===== src/rtl/aes_pkg.sv =====
// Shared GF(2^8) constants and helpers for the sequential AES S-box engine.
package aes_pkg;

  localparam logic [7:0] GF_POLY    = 8'h1B;
  localparam logic [7:0] GF_GEN     = 8'h03;
  localparam logic [7:0] GF_GEN_INV = 8'hF6;
  localparam logic [7:0] AFF_C      = 8'h63;
  localparam logic [7:0] INVAFF_C   = 8'h05;

  typedef enum logic [1:0] {IDLE, SEARCH, DONE} sbox_state_t;

  function automatic logic [7:0] rotl(input logic [7:0] b, input int n);
    logic [15:0] t;
    t = {b, b} << n;
    return t[15:8];
  endfunction

  function automatic logic [7:0] xtime(input logic [7:0] b);
    return {b[6:0], 1'b0} ^ (b[7] ? GF_POLY : 8'h00);
  endfunction

  function automatic logic [7:0] gf_mul3(input logic [7:0] b);
    return xtime(b) ^ b;
  endfunction

  // Shift-and-add multiply by the generator's inverse, MSB first.
  function automatic logic [7:0] gf_mul_f6(input logic [7:0] b);
    logic [7:0] acc;
    acc = 8'h00;
    for (int i = 7; i >= 0; i--) begin
      acc = xtime(acc);
      if (GF_GEN_INV[i]) acc = acc ^ b;
    end
    return acc;
  endfunction

  function automatic logic [7:0] affine(input logic [7:0] b);
    return b ^ rotl(b, 1) ^ rotl(b, 2) ^ rotl(b, 3) ^ rotl(b, 4) ^ AFF_C;
  endfunction

  function automatic logic [7:0] inv_affine(input logic [7:0] b);
    return rotl(b, 1) ^ rotl(b, 3) ^ rotl(b, 6) ^ INVAFF_C;
  endfunction

endpackage


===== src/rtl/sbox_lane.sv =====
// One byte lane: holds the search target, match flag, found inverse and the
// registered substituted output.
module sbox_lane
  import aes_pkg::*;
(
  input  logic       clk,
  input  logic       rst,
  input  logic       load_i,
  input  logic       inv_i,
  input  logic       search_i,
  input  logic       cap_i,
  input  logic       mode_i,
  input  logic [7:0] din_i,
  input  logic [7:0] f_i,
  input  logic [7:0] r_i,
  output logic       matched_o,
  output logic [7:0] dout_o
);

  logic [7:0] x_q, x_d, inv_q, inv_d, out_q, out_d;
  logic       m_q, m_d, hit;

  assign hit       = search_i & ~m_q & (f_i == x_q);
  assign matched_o = m_q | hit;
  assign dout_o    = out_q;

  always_comb begin
    x_d   = x_q;
    m_d   = m_q;
    inv_d = inv_q;
    out_d = out_q;
    if (load_i) begin
      x_d   = inv_i ? inv_affine(din_i) : din_i;
      m_d   = (x_d == 8'h00);  // zero has no log; its "inverse" is zero
      inv_d = 8'h00;
    end else if (hit) begin
      m_d   = 1'b1;
      inv_d = r_i;
    end
    // Capture uses inv_d so a match in the exit cycle is included.
    if (cap_i) out_d = mode_i ? inv_d : affine(inv_d);
  end

  always_ff @(posedge clk) begin
    if (rst) begin
      x_q   <= '0;
      m_q   <= 1'b0;
      inv_q <= '0;
      out_q <= '0;
    end else begin
      x_q   <= x_d;
      m_q   <= m_d;
      inv_q <= inv_d;
      out_q <= out_d;
    end
  end

endmodule


===== src/rtl/aes_sbox_seq.sv =====
// Multi-lane sequential AES S-box (forward/inverse) using a log-walk inverse.
// Define SBOX_FIXED_LATENCY_EN to always search the full field (constant time).
module aes_sbox_seq
  import aes_pkg::*;
#(
  parameter int LANES = 4
) (
  input  logic               clk,
  input  logic               rst,
  input  logic               in_valid,
  output logic               in_ready,
  input  logic               in_inv,
  input  logic [8*LANES-1:0] in_data,
  output logic               out_valid,
  input  logic               out_ready,
  output logic [8*LANES-1:0] out_data,
  output logic               busy
);

  sbox_state_t state_q, state_d;
  logic [7:0]  f_q, f_d, r_q, r_d, k_q, k_d;
  logic        mode_q, mode_d;
  logic        accept, search, srch_end, cap;
  logic [LANES-1:0]      matched;
  logic [LANES-1:0][7:0] din, dout;

  assign din      = in_data;
  assign out_data = dout;

  assign in_ready  = (state_q == IDLE);
  assign out_valid = (state_q == DONE);
  assign busy      = (state_q != IDLE);
  assign accept    = in_valid & in_ready;
  assign search    = (state_q == SEARCH);

`ifdef SBOX_FIXED_LATENCY_EN
  assign srch_end = (k_q == 8'd254);
`else
  assign srch_end = (k_q == 8'd254) | (&matched);
`endif
  assign cap = search & srch_end;

  always_comb begin
    state_d = state_q;
    f_d     = f_q;
    r_d     = r_q;
    k_d     = k_q;
    mode_d  = mode_q;
    case (state_q)
      IDLE: if (accept) begin
        state_d = SEARCH;
        f_d     = 8'h01;
        r_d     = 8'h01;
        k_d     = 8'h00;
        mode_d  = in_inv;
      end
      SEARCH: begin
        f_d = gf_mul3(f_q);
        r_d = gf_mul_f6(r_q);
        k_d = k_q + 8'd1;
        if (srch_end) state_d = DONE;
      end
      DONE: if (out_ready) state_d = IDLE;
      default: state_d = IDLE;
    endcase
  end

  always_ff @(posedge clk) begin
    if (rst) begin
      state_q <= IDLE;
      f_q     <= '0;
      r_q     <= '0;
      k_q     <= '0;
      mode_q  <= 1'b0;
    end else begin
      state_q <= state_d;
      f_q     <= f_d;
      r_q     <= r_d;
      k_q     <= k_d;
      mode_q  <= mode_d;
    end
  end

  for (genvar i = 0; i < LANES; i++) begin : g_lane
    sbox_lane u_lane (
      .clk      (clk),
      .rst      (rst),
      .load_i   (accept),
      .inv_i    (in_inv),
      .search_i (search),
      .cap_i    (cap),
      .mode_i   (mode_q),
      .din_i    (din[i]),
      .f_i      (f_q),
      .r_i      (r_q),
      .matched_o(matched[i]),
      .dout_o   (dout[i])
    );
  end

endmodule


===== config.mk =====
export PLATFORM = sky130hd
export DESIGN_NAME = aes_sbox_seq
export DESIGN_NICKNAME = d
export VERILOG_FILES = /design/src/rtl/aes_pkg.sv /design/src/rtl/sbox_lane.sv /design/src/rtl/aes_sbox_seq.sv
export SDC_FILE = /design/constraint.sdc
export NUM_CORES = 1
export LEC_CHECK = 0
export ABC_AREA = 1
export BUFFER_PORTS_ARGS = -buffer_cell sky130_fd_sc_hd__clkbuf_2
export CAP_MARGIN = 20
export CORE_AREA = 5 5 159 161
export CTS_BUF_LIST = sky130_fd_sc_hd__clkbuf_2 sky130_fd_sc_hd__clkbuf_4 sky130_fd_sc_hd__clkbuf_8
export CTS_CLUSTER_DIAMETER = 30
export DETAILED_ROUTE_END_ITERATION = 8
export DIE_AREA = 0 0 164 166
export GPL_ROUTABILITY_DRIVEN = 0
export SETUP_SLACK_MARGIN = 0.2
export SLEW_MARGIN = 20
export SYNTH_ARGS = -nofsm -noshare
export SYNTH_HDL_FRONTEND = slang
export SYNTH_HIERARCHICAL = 1
export SYNTH_SLANG_ARGS = --single-unit

===== constraint.sdc =====
create_clock -name clk -period 5.07 [get_ports clk]
set_clock_uncertainty 0.2 [all_clocks]
set_input_delay 0.7605 -clock clk [delete_from_list [all_inputs] [get_ports clk]]
set_output_delay 0.7605 -clock clk [all_outputs]
set_load 0.02 [all_outputs]

# Word-level counts from Yosys, hierarchy flattened

Index checks and enable logic that the tools add are counted.
Widths: inputs -> output; s select.

Muxes and demuxes: 47
Bitwise operators: 65
Eq/ne operators: 10
Reductions and logical operators: 15
Add/subtract/negate cells: 1

Operators with widths:

| kind                | count |
|---|---|
| $xor 8x8->8         | 30 |
| $mux 8              | 24 |
| $xor 8x5->8         | 8 |
| $pmux 8 s2          | 3 |
| $mux 5              | 8 |
| $eq 8x8->1          | 4 |
| $logic_not 8->1     | 4 |
| $not 4->4           | 4 |
| $reduce_bool 2->1   | 6 |
| $and 1x1->1         | 10 |
| $add 8x1->8 const B | 1 |
| $eq 8x8->1 const B  | 1 |
| $mux 1              | 8 |
| $not 2->2           | 4 |
| $mux 2              | 3 |
| $pmux 2 s3          | 1 |
| $or 1x1->1          | 5 |
| $ne 2x1->1 const B  | 2 |
| $not 1->1           | 4 |
| $reduce_and 2->1    | 2 |
| $reduce_and 4->1    | 1 |
| $reduce_and 3->1    | 1 |
| $eq 2x1->1 const B  | 1 |
| $eq 2x2->1 const B  | 1 |
| 2 further kinds     | 2 |

Register bits: 127
Output and inout port bits: 35

# Depth between registers and ports, before layout

Depth in word-level cells: 27
Depth in mapped cells: 23
Mapped depth without buffers: 20

# Modules after synthesis

The synthesis kept the hierarchy.

By module, submodules not included:

| module                            | times used | cells each | sequential area each (um2) | area each (um2) |
|---|---|---|---|---|
| sbox_lane at g_lane[1].u_lane ... | 3          | 321        | 500.5                      | 1888.1 |
| sbox_lane at g_lane[0].u_lane     | 1          | 327        | 500.5                      | 2021.9 |
| aes_sbox_seq                      | 1          | 247        | 540.5                      | 1666.6 |

# Least setup slack after synthesis

Ideal clock, no wire load.

Path kind: reg2reg
From: register state_q[0]
To: register g_lane[1].u_lane.out_q[0]
Stages on the path, launching flop included: 19
Slack: 0.948 ns
Arrival: 3.851 ns
Path buffers: 3
Path through: dfxtp_1 > inv_1 > nor2_1 > buf_2 > clkbuf_8 > inv_1 > nor2_1 > nand2_1 > nor2_2 > nand3_1 > nor2_2 > buf_6 > or2_2 > nand4_1 > a21oi_1 > clkinv_1 > a21oi_1 > o21ai_0 > a21oi_1

RTL lines:

| item                     | RTL line           | text |
|---|---|---|
| start, declared          | aes_sbox_seq.sv:20 | `sbox_state_t state_q, state_d;` |
| start signal, assigned   | aes_sbox_seq.sv:76 | `state_q <= state_d;` |
| $eq 2x1->1               | aes_sbox_seq.sv:34 | `assign search = (state_q == SEARCH);` |
| named net search         | aes_sbox_seq.sv:23 | `logic accept, search, srch_end, cap;` |
| $and 1x1->1 (2 in a row) | sbox_lane.sv:23    | `assign hit = search_i & ~m_q & (f_i == x_q);` |
| $or 1x1->1               | sbox_lane.sv:24    | `assign matched_o = m_q \| hit;` |
| named net matched[0]     | aes_sbox_seq.sv:24 | `logic [LANES-1:0] matched;` |
| $reduce_and 4->1         | aes_sbox_seq.sv:39 | `assign srch_end = (k_q == 8'd254) \| (&matched);` |
| $or 1x1->1               | aes_sbox_seq.sv:39 |  |
| $and 1x1->1              | aes_sbox_seq.sv:41 | `assign cap = search & srch_end;` |
| named net cap            | aes_sbox_seq.sv:23 |  |
| end signal, assigned     | sbox_lane.sv:54    | `out_q <= out_d;` |
| end, declared            | sbox_lane.sv:20    | `logic [7:0] x_q, x_d, inv_q, inv_d, out_q, out_d;` |

The timed path passes the listed nets, and every way through them passes these cells.
A chain may end at the register's enable or synchronous reset.

# Final worst setup path

From: register state_q[0]
To: register g_lane[3].u_lane.out_q[6]

RTL lines:

| item                       | RTL line           | text |
|---|---|---|
| $logic_not 2->1 (*)        | aes_sbox_seq.sv:30 | `assign in_ready = (state_q == IDLE);` |
| $and 1x1->1 (*)            | aes_sbox_seq.sv:33 | `assign accept = in_valid & in_ready;` |
| named net accept           | aes_sbox_seq.sv:23 |  |
| $mux 8 (*)                 | sbox_lane.sv:32    | `if (load_i) begin` |
| $xor 8x8->8 (4 in a row)   | aes_pkg.sv:38      | `return b ^ rotl(b, 1) ^ rotl(b, 2) ^ rotl(b, 3) ^ rotl(b, 4) ^ AFF_C;` |
| $not 4->4 (no source line) | -                  |  |
| $mux 8 (*)                 | sbox_lane.sv:41    | `if (cap_i) out_d = mode_i ? inv_d : affine(inv_d);` |
| end signal, assigned       | sbox_lane.sv:54    |  |
| end, declared              | sbox_lane.sv:20    |  |

Mark *: on every way through the listed nets, which the timed path passes. The rest lies on a longest branch.

==> flow_summary.toml <==
[run_status]
outcome = "complete, no violations"

[power]
totalPowerFinal_w = 0.00293
power_leakage_nw = 5.01
powerDensity_nw_per_um2 = 284
peakVddDrop_v = 0.000141

[critical_path]
critPathMaxFanout = 29
crit_required_ns = 5.23
endpoint_kind = "register"
crit_arrival_ns = 3.90
start_kind = "register"
path_class = "register to register"

[layout]
layout_commonest_cell = "nand2_1"
final_cell_mix = "nand2_1, inv_1, nand3_1"
diodes = 0
layout-drive-gt1-share_pct = 15.6
fin_area_sq_um = 10300
syn_to_final_growth_pct = 10.3
layout.nets = 1627

[route]
via_per_inst = 4.85
wl_microns = 24700
firstDrtPassIters = 5
wl_per_cell_microns = 12.8
drt.antenna.violating_nets = 0
drt_iter0_markers = 740
vias = 9330
drc = 0

[die]
dieWidth_microns = 164
start_util_pct = 39.3
fp-row-count = 57
fp.dieH_microns = 166
io_pins = 72
dieArea_sq_um = 27200
coreArea_sq_um = 23800

[grt]
overflow = 0
grt_pass1_wl_microns = 41200
globalRoute.busiestLayer = "met2"
antenna_found_initial = 0
use_met3_pct = 3.23
grt_max_degree = 86
grt_pass1_vias = 8386
grtUsageMet2_pct = 28.9
gr-usage-all-layers_pct = 18.2
use_met1_pct = 25.6

[sta]
hold_viol = 0
period_share_pct = 73.8
setup_violations = 0
fin_crit_ns = 3.74
tns_ns = 0
fmaxAchievable_mhz = 267
worst_slew_pin_slew_ns = 0.964
drv_slew = 0
rsz0062_at_grt = "false"
slew_headroom_pct = 35.7

[clock_tree]
numCtsBuffers = 17
cts_resized = 0
clk_latency_ns = 0.47
cts_hold_buf = 0
cts_tree = "done"
clockBufferDepth = 2
cts.reportedPaths.clkPinSlew_ns = 0.11
cts_sinks = 127
clock-root-buffer = "clkbuf_8"
cts_setup_buffers = 0
htreeDepth = 4

[hold_path]
hold_path_class = "register to register"

[yosys]
synth.net_count = 1576
ys_seq_elements = 127
synth_cell_types = 39
synth_area_sq_um = 9350
syn_inst = 1537
yosysSeqAreaShare_pct = 27.2
syn_area_per_cell_sq_um = 6.09
yosys_warnings = 6

[placement]
place_hpwl_microns = 18000
dpl-instance-area_sq_um = 9920
numPortBuffers = 71

[flow_run]
drv_cap = 0
[flip-flops by register name, summed over array words and instances, names as in the netlist]
| signal | cells |
|---|---|
| mode_q | 1 |
| k_q | 8 |
| g_lane.u_lane/x_q | 32 |
| state_q | 2 |
| g_lane.u_lane/dout_o | 32 |
| g_lane.u_lane/m_q | 4 |
| g_lane.u_lane/inv_q | 32 |
| r_q | 8 |
| f_q | 8 |
[final cells by class]
cell class                      instances  area (sq um)
Fill cell                            2594         13500
Inverter                              241           906
Multi-Input combinational cell       1120          5640
Clock buffer                           17           234
Tap cell                              324           405
Clock inverter                         15           158
Sequential cell                       127          2540
Timing Repair Buffer                   81           433
[Yosys cell counts]
master | number | share of area [%]
nand2_1 | 444 | 18
inv_1 | 210 | 8.4
nand3_1 | 146 | 7.8
dfxtp_1 | 127 | 27
nor2_1 | 110 | 4.4
a21oi_1 | 93 | 5.0
o21ai_0 | 67 | 3.6
nand2_2 | 52 | 3.5
nand4_1 | 44 | 2.9
xor2_1 | 35 | 3.3
clkbuf_1 | 24 | 0.96
xnor2_1 | 22 | 2.1
inv_2 | 20 | 0.80
nand3_2 | 19 | 2.0
nor2_2 | 16 | 1.1
buf_2 | 10 | 0.54
clkinv_1 | 10 | 0.40
nor2_4 | 10 | 1.2
nor3_1 | 10 | 0.54
buf_4 | 9 | 0.72
o21ai_1 | 9 | 0.48
nand3_4 | 7 | 1.3
a211oi_1 | 5 | 0.40
buf_6 | 5 | 0.60
nor4_1 | 5 | 0.33
and2_1 | 4 | 0.27
nand2_4 | 4 | 0.48
or2_1 | 4 | 0.27
a221oi_1 | 3 | 0.28
a21oi_2 | 2 | 0.19
ha_1 | 2 | 0.27
or2_2 | 2 | 0.13
clkbuf_8 | 1 | 0.15
clkinv_2 | 1 | 0.053
nand3b_1 | 1 | 0.080
nor3b_1 | 1 | 0.080
o211ai_1 | 1 | 0.080
o221a_2 | 1 | 0.12
xnor2_2 | 1 | 0.17
[worst paths after layout]
| kind | startpoint | endpoint | slack (ns) | cells after the start |
|---|---|---|---|---|
| worst max-delay path | state_q[0] | g_lane[3].u_lane/dout_o[6] | 1.33 | 15 |
| worst min-delay path | g_lane[1].u_lane/dout_o[1] | g_lane[1].u_lane/dout_o[1] | 0.27 | 2 |
| worst max register to register | state_q[0] | g_lane[3].u_lane/dout_o[6] | 1.33 | 15 |
| worst min register to register | g_lane[1].u_lane/dout_o[1] | g_lane[1].u_lane/dout_o[1] | 0.27 | 2 |
[per-stage QoR]
stage,instances,hold WS [ns],worst slack (ns),util [%]
floorplan,1537,0.253,0.948,-
global placement,1893,0.255,1.02,41.7
detailed placement,1893,0.258,1.03,41.7
CTS,1925,0.272,1.37,43.3
global route,1925,0.287,0.901,43.3
finish,1925,0.269,1.33,43.3
[cell families (layout without fill, tap and decap cells)]
logic type / Yosys count / after routing / synth area share, %
AND/OR/NAND/NOR: 879 / 879 / 44.3
buffers and inverters: 290 / 354 / 12.7
flip-flops: 127 / 127 / 27.2
adder cells (fa/ha/maj): 2 / 2 / 0.268
XOR/XNOR: 58 / 58 / 5.51
AO/OA/AOI/OAI: 181 / 181 / 10.1
[power by group]
| group | total (W) | switching, W | internal, W |
|---|---|---|---|
| Sequential | 0.00114 | 0.0000903 | 0.00105 |
| Combinational | 0.000913 | 0.000608 | 0.000304 |
| Clock | 0.000882 | 0.000510 | 0.000371 |
[per-layer routing]
| metal | wire (microns) | up-vias |
|---|---|---|
| met2 | 11100 | 205 |
| li1 | - | 4968 |
| met3 | 1130 | 25 |
| met5 | 0 | - |
| met1 | 12100 | 4132 |
| met4 | 376 | 0 |
[worst max-delay path, cell delays in order, from the launching register on]
cell     delay (ns)
dfxtp_1        0.37
nor2_1         0.09
nand2_1        0.35
inv_1          0.43
inv_1          0.84
nand3_1        0.41
nand2_1        0.22
nand2_1        0.09
nand2_1        0.11
nand3_1        0.08
nand2_1        0.09
nand2_1        0.05
nand2_1        0.05
nand3_1        0.10
nand2_1        0.08
inv_1          0.03
No activity file was read; power rests on OpenSTA's default activity.
